File: src/rtl/aes_ctr_pkg.sv
// Shared definitions for the AES CTR-mode sequencers: block/key widths,
// default counter width and the controller state encoding.
package aes_ctr_pkg;

  localparam int AES_BLK_W     = 128;
  localparam int AES192_KEY_W  = 192;
  localparam int CTR_WIDTH_DEF = 32;

  typedef logic [2:0] ctr_state_t;

  localparam ctr_state_t ST_IDLE      = 3'd0;
  localparam ctr_state_t ST_START     = 3'd1;
  localparam ctr_state_t ST_WAIT_ACK  = 3'd2;
  localparam ctr_state_t ST_WAIT_DONE = 3'd3;
  localparam ctr_state_t ST_OUT       = 3'd4;

endpackage

File: src/rtl/aes_ctr_incr.sv
// Combinational CTR-block increment: bumps only the low CTR_WIDTH bits,
// leaves the nonce untouched and flags when the low field rolls over.
module aes_ctr_incr
  import aes_ctr_pkg::*;
#(
  parameter int BLK_W     = AES_BLK_W,
  parameter int CTR_WIDTH = CTR_WIDTH_DEF
) (
  input  logic [BLK_W-1:0] blk_i,
  output logic [BLK_W-1:0] blk_o,
  output logic             wrap_o
);

  logic [CTR_WIDTH-1:0] low;

  assign low    = blk_i[CTR_WIDTH-1:0];
  assign wrap_o = &low;

  generate
    if (CTR_WIDTH < BLK_W) begin : g_nonce
      assign blk_o = {blk_i[BLK_W-1:CTR_WIDTH], low + CTR_WIDTH'(1)};
    end else begin : g_full
      assign blk_o = low + CTR_WIDTH'(1);
    end
  endgenerate

endmodule

File: src/rtl/aes_192_ctr_ctrl.sv
// CTR-mode sequencer for aes_192_sed: one start pulse per block, result on a
// valid/ready port. Define AES_CTR_TIMEOUT_EN to enable the wait-state abort.
module aes_192_ctr_ctrl
  import aes_ctr_pkg::*;
#(
  parameter int CTR_WIDTH      = CTR_WIDTH_DEF,
  parameter int TIMEOUT_CYCLES = 64
) (
  input  logic                    clk,
  input  logic                    rst_n,
  input  logic                    cfg_load,
  input  logic [AES192_KEY_W-1:0] cfg_key,
  input  logic [AES_BLK_W-1:0]    cfg_iv,
  input  logic                    in_valid,
  output logic                    in_ready,
  input  logic [AES_BLK_W-1:0]    in_data,
  output logic                    out_valid,
  input  logic                    out_ready,
  output logic [AES_BLK_W-1:0]    out_data,
  output logic                    busy,
  output logic                    ctr_wrap,
  output logic                    timeout_err,
  output logic                    aes_start,
  output logic [AES_BLK_W-1:0]    aes_state,
  output logic [AES_BLK_W-1:0]    aes_p_c_text,
  output logic [AES192_KEY_W-1:0] aes_key,
  input  logic [AES_BLK_W-1:0]    aes_out,
  input  logic                    aes_out_valid
);

  ctr_state_t              state_q, state_d;
  logic [AES192_KEY_W-1:0] key_q, key_d;
  logic [AES_BLK_W-1:0]    ctr_q, ctr_d;
  logic [AES_BLK_W-1:0]    blk_q, blk_d;
  logic [AES_BLK_W-1:0]    res_q, res_d;
  logic                    wrap_q, wrap_d;
  logic [AES_BLK_W-1:0]    ctr_inc;
  logic                    ctr_inc_wrap;
  logic                    terr;
  logic                    accept;

  aes_ctr_incr #(
    .BLK_W    (AES_BLK_W),
    .CTR_WIDTH(CTR_WIDTH)
  ) u_incr (
    .blk_i (ctr_q),
    .blk_o (ctr_inc),
    .wrap_o(ctr_inc_wrap)
  );

`ifdef AES_CTR_TIMEOUT_EN
  localparam int TMO_W = (TIMEOUT_CYCLES > 1) ? $clog2(TIMEOUT_CYCLES) : 1;
  logic [TMO_W-1:0] tmo_q, tmo_d;
  logic             terr_q, terr_d;
  assign terr = terr_q;
`else
  assign terr = 1'b0;
`endif

  // Reset term keeps in_ready low while rst_n is held, not just after release.
  assign in_ready = rst_n && (state_q == ST_IDLE) && !wrap_q && !terr;
  assign accept   = in_valid && in_ready;

  always_comb begin
    state_d = state_q;
    key_d   = key_q;
    ctr_d   = ctr_q;
    blk_d   = blk_q;
    res_d   = res_q;
    wrap_d  = wrap_q;
`ifdef AES_CTR_TIMEOUT_EN
    terr_d  = terr_q;
    tmo_d   = '0;
`endif
    case (state_q)
      ST_IDLE: begin
        if (cfg_load) begin
          key_d  = cfg_key;
          ctr_d  = cfg_iv;
          wrap_d = 1'b0;
`ifdef AES_CTR_TIMEOUT_EN
          terr_d = 1'b0;
`endif
        end
        if (accept) begin
          blk_d   = in_data;
          state_d = ST_START;
        end
      end
      ST_START:     state_d = ST_WAIT_ACK;
      // The core's valid from the previous block must drop before a new one counts.
      ST_WAIT_ACK: begin
        if (!aes_out_valid) state_d = ST_WAIT_DONE;
      end
      ST_WAIT_DONE: begin
        if (aes_out_valid) begin
          res_d   = aes_out;
          state_d = ST_OUT;
        end
      end
      ST_OUT: begin
        if (out_ready) begin
          ctr_d   = ctr_inc;
          wrap_d  = wrap_q | ctr_inc_wrap;
          state_d = ST_IDLE;
        end
      end
      default: state_d = ST_IDLE;
    endcase
`ifdef AES_CTR_TIMEOUT_EN
    if (state_q == ST_WAIT_ACK || state_q == ST_WAIT_DONE) begin
      tmo_d = tmo_q + 1'b1;
      if (tmo_q == TMO_W'(TIMEOUT_CYCLES - 1) && state_d != ST_OUT) begin
        state_d = ST_IDLE;
        terr_d  = 1'b1;
      end
    end
`endif
  end

  always_ff @(posedge clk or negedge rst_n) begin
    if (!rst_n) begin
      state_q <= ST_IDLE;
      key_q   <= '0;
      ctr_q   <= '0;
      blk_q   <= '0;
      res_q   <= '0;
      wrap_q  <= 1'b0;
`ifdef AES_CTR_TIMEOUT_EN
      tmo_q   <= '0;
      terr_q  <= 1'b0;
`endif
    end else begin
      state_q <= state_d;
      key_q   <= key_d;
      ctr_q   <= ctr_d;
      blk_q   <= blk_d;
      res_q   <= res_d;
      wrap_q  <= wrap_d;
`ifdef AES_CTR_TIMEOUT_EN
      tmo_q   <= tmo_d;
      terr_q  <= terr_d;
`endif
    end
  end

  assign out_valid    = (state_q == ST_OUT);
  assign out_data     = res_q;
  assign busy         = (state_q != ST_IDLE);
  assign ctr_wrap     = wrap_q;
  assign timeout_err  = terr;
  assign aes_start    = (state_q == ST_START) || (state_q == ST_WAIT_ACK) ||
                        (state_q == ST_WAIT_DONE);
  assign aes_state    = ctr_q;
  assign aes_p_c_text = blk_q;
  assign aes_key      = key_q;

endmodule

File: config.mk
export PLATFORM = sky130hd
export DESIGN_NAME = aes_192_ctr_ctrl
export DESIGN_NICKNAME = d
export VERILOG_FILES = /design/src/rtl/aes_ctr_pkg.sv /design/src/rtl/aes_ctr_incr.sv /design/src/rtl/aes_192_ctr_ctrl.sv
export SDC_FILE = /design/constraint.sdc
export NUM_CORES = 1
export LEC_CHECK = 0
export ABC_CLOCK_PERIOD_IN_PS = 3050
export BUFFER_PORTS_ARGS = -buffer_cell sky130_fd_sc_hd__buf_4
export CAP_MARGIN = 25
export CORE_AREA = 2 2 449 451
export CTS_CLUSTER_SIZE = 40
export DETAILED_ROUTE_END_ITERATION = 6
export DIE_AREA = 0 0 451 453
export SLEW_MARGIN = 20
export SYNTH_ARGS = -nofsm -noshare
export SYNTH_HDL_FRONTEND = slang
export SYNTH_SLANG_ARGS = --single-unit
export TNS_END_PERCENT = 1
File: constraint.sdc
create_clock -name clk -period 3.05 [get_ports clk]
set_clock_uncertainty 0.1 [all_clocks]
set_input_delay 0 -clock clk [delete_from_list [all_inputs] [get_ports clk]]
set_output_delay 0 -clock clk [all_outputs]
set_load 0.02 [all_outputs]
==> reports/metrics.yaml <==
grt_max_degree: 177
synth_seq_cells: 580
port-buffer-count: 1162
regArea_um2: 14500
die_area_um2: 204000
syn-num-nets: 2619
slew_headroom: 0.308
hold_class: "input port to asynchronous set/reset pin"
setup_ws_ns: 0.147
clock.fmax_ghz: 0.344
synth_edf_count: 0
htreeDepth: 3
track_usage: 0.164
pwr-share-clk: 0.208
tightest_slew_ns: 1.04
finalCritPeriodShare: 0.952
utilization: 0.241
core-area_um2: 199000
switching_power_uw: 20500
wirelength_mm: 173
status: "finished clean"
syn2layout_area_growth_pct: 109
grt_pass1_vias: 26100
drive_above_1_share: 0.370
num_vias: 25200
num-nets-final: 4808
netlist-cell-type-count: 51
ys.warnings.count: 0
synthFlopType: "dfrtp_1"
synth_largest_area_cell: "dfrtp_1"
cts.repair.resized: 0
grt-ovfl-total: 0
ys_top_cells_by_area: "dfrtp_1 63%, nand2_1 15%, mux2_2 7.2%"
synth.avg_cell_area_um2: 11.3
postCtsSetupRepairBufs: 0
die_h_um: 453
tritoncts: "done"
syn-instance-count: 2036
antenna_left: 0
start_kind: "flop"
clock_latency_ns: 0.69
arrival_ns: 3.36
avgRoutedWirePerCell_um: 24.8
clk_pin_slew_ns: 0.06
grt_first_pass_wirelength_mm: 229
finalWeightedCongestion: 0.948
power_frac_seq: 0.301
tns_ns: 0
rsz0062_at_grt: "false"
cts_root_buf: "clkbuf_16"
maxCapViolCount: 0
post-route-min-period_ns: 2.90
swShare: 0.434
drc: 0
rows: 164
final-hold-violation-count: 0
routed_via_density: 3.61
max-clock-path-buffers: 3
path_max_fanout: 30
slew_viol_final: 0
place_ws_ns: 0.670
setup_viol: 0
synthArstFlopShare: 1.00
netlist_area_um2: 23000
cellLeakagePower_uw: 0.0231
cts_buffers: 79
yosysSeqAreaShare: 0.631
multiInputGateArea_um2: 7840
power.density_nw_per_um2: 983
cp_data_required_time_ns: 3.51
peakVddDrop_uv: 457
grt_antenna_before_repair: 140
criticalPathCategory: "flop to flop"
dp_hpwl_mm: 139
io_pins: 1164
p_comb_frac: 0.491
dieWidth_um: 451
drt-pass1-iter-count: 7
filler_cell_count: 21200
initial_core_util: 0.115
intPower_uw: 26700
end_kind: "flop"
cts_sinks: 580
drtIter0Drc: 1852
synth_top_area_frac: 0.631
## power by group through the flow
stage               logic, µW  registers (µW)  clock network [µW]
finish                  23200           14200                9810
global route            24300           14600               10400
CTS                     23600           14100               10100
detailed placement      22100           14100                   0
global placement        21900           14000                   0
floorplan                5570           18000                   0
## layout by cell type, fill, tap and decap left out, drive strengths merged, types with 2 or more instances in the layout
cell type | synthesis | routed
a21oi | 33 | 33
a2bb2oi | 5 | 5
a311oi | 4 | 4
a31oi | 7 | 7
a41oi | 2 | 2
and2 | 2 | 2
and3 | 8 | 8
and4 | 4 | 4
buf | 58 | 1197
bufinv | 0 | 7
clkbuf | 56 | 111
clkinv | 0 | 15
clkinvlp | 0 | 4
dfrtp | 580 | 580
diode | 0 | 49
dlygate4sd3 | 0 | 1025
inv | 3 | 11
mux2 | 256 | 256
mux2i | 2 | 2
nand2 | 892 | 892
nand2b | 3 | 3
nand3 | 17 | 17
nand4 | 9 | 9
nor2 | 22 | 22
nor3 | 15 | 15
o21ai | 18 | 18
o22a | 7 | 7
o22ai | 11 | 11
o41ai | 2 | 2
or3 | 6 | 6
## registers in the layout, indices dropped and copies added (netlist names)
register and cells:
aes_key 192, aes_p_c_text 128, out_data 128, ctr_wrap 1, aes_state 128, state_q 3
## worst max-delay path, cell delays in order, from the launching register on
cell,delay [ns]
dfrtp_1,0.43
or3_4,0.43
nor3b_4,0.32
nand2_8,0.28
buf_12,0.29
mux2_4,0.30
dlygate4sd3_1,0.56
## metal layers
metal,share of wire,up-vias,wire (µm),track usage
met1,0.41,12400,70500,0.200
met5,0.0023,-,402,0
met3,0.082,388,14200,0.0542
met2,0.45,1225,77600,0.252
met4,0.062,72,10800,0.0916
li1,-,11100,-,-
## synth_stat cells, drive strengths merged, types with 2 or more instances
library cell / number
nand2: 892
dfrtp: 580
mux2: 256
buf: 58
clkbuf: 56
a21oi: 33
nor2: 22
o21ai: 18
nand3: 17
nor3: 15
o22ai: 11
nand4: 9
and3: 8
a31oi: 7
o22a: 7
or3: 6
a2bb2oi: 5
a311oi: 4
and4: 4
inv: 3
nand2b: 3
a41oi: 2
and2: 2
mux2i: 2
o41ai: 2
## layout make-up
| cell class | instances | area share |
|---|---|---|
| Timing Repair Buffer | 2222 | 0.406 |
| Antenna cell | 49 | 0.00255 |
| Sequential cell | 580 | 0.302 |
| Inverter | 3 | 0.000235 |
| Clock inverter | 34 | 0.00977 |
| Tap cell | 2656 | 0.0692 |
| Multi-Input combinational cell | 1339 | 0.163 |
| Clock buffer | 111 | 0.0466 |
## repair_timing
item	in CTS	in global routing
hold buffers	1025	0
setup endpoints to repair	0	0
endpoints found under the hold margin	1130	0
## worst paths after layout
check,start,to,slack (ns),cells past startpoint
max in group asynchronous,rst_n,aes_key[72],1.67,4
worst max register to register,state_q[0],aes_p_c_text[49],0.15,6
min in group clk,cfg_iv[84],aes_state[84],0.07,4
worst min register to register,aes_state[101],aes_state[101],0.37,2
worst max-delay path,state_q[0],aes_p_c_text[49],0.15,6
worst min-delay path,rst_n,aes_p_c_text[107],0.02,3
## stage by stage
stage,total power (µW),area (µm²),std cells,hold slack (ns)
CTS,47800,47900,6944,0.000437
detailed placement,36200,34900,5774,-0.198
global route,49300,47900,6967,0.0245
floorplan,23600,23000,2036,-0.396
finish,47200,48000,6994,0.0196
global placement,36000,34900,5774,-0.220
## cells by family (layout without fill, tap and decap cells)
kind of cell | after synthesis | in the layout | synth area share
AO/OA/AOI/OAI | 99 | 99 | 0.0271
AND/OR/NAND/NOR | 980 | 980 | 0.167
other | 1 | 50 | 0.000163
multiplexers | 258 | 258 | 0.144
flip-flops | 580 | 580 | 0.631
buffers and inverters | 117 | 2370 | 0.0300
adder cells (fa/ha/maj) | 1 | 1 | 0.000544
(Power assumes the default switching activity.)
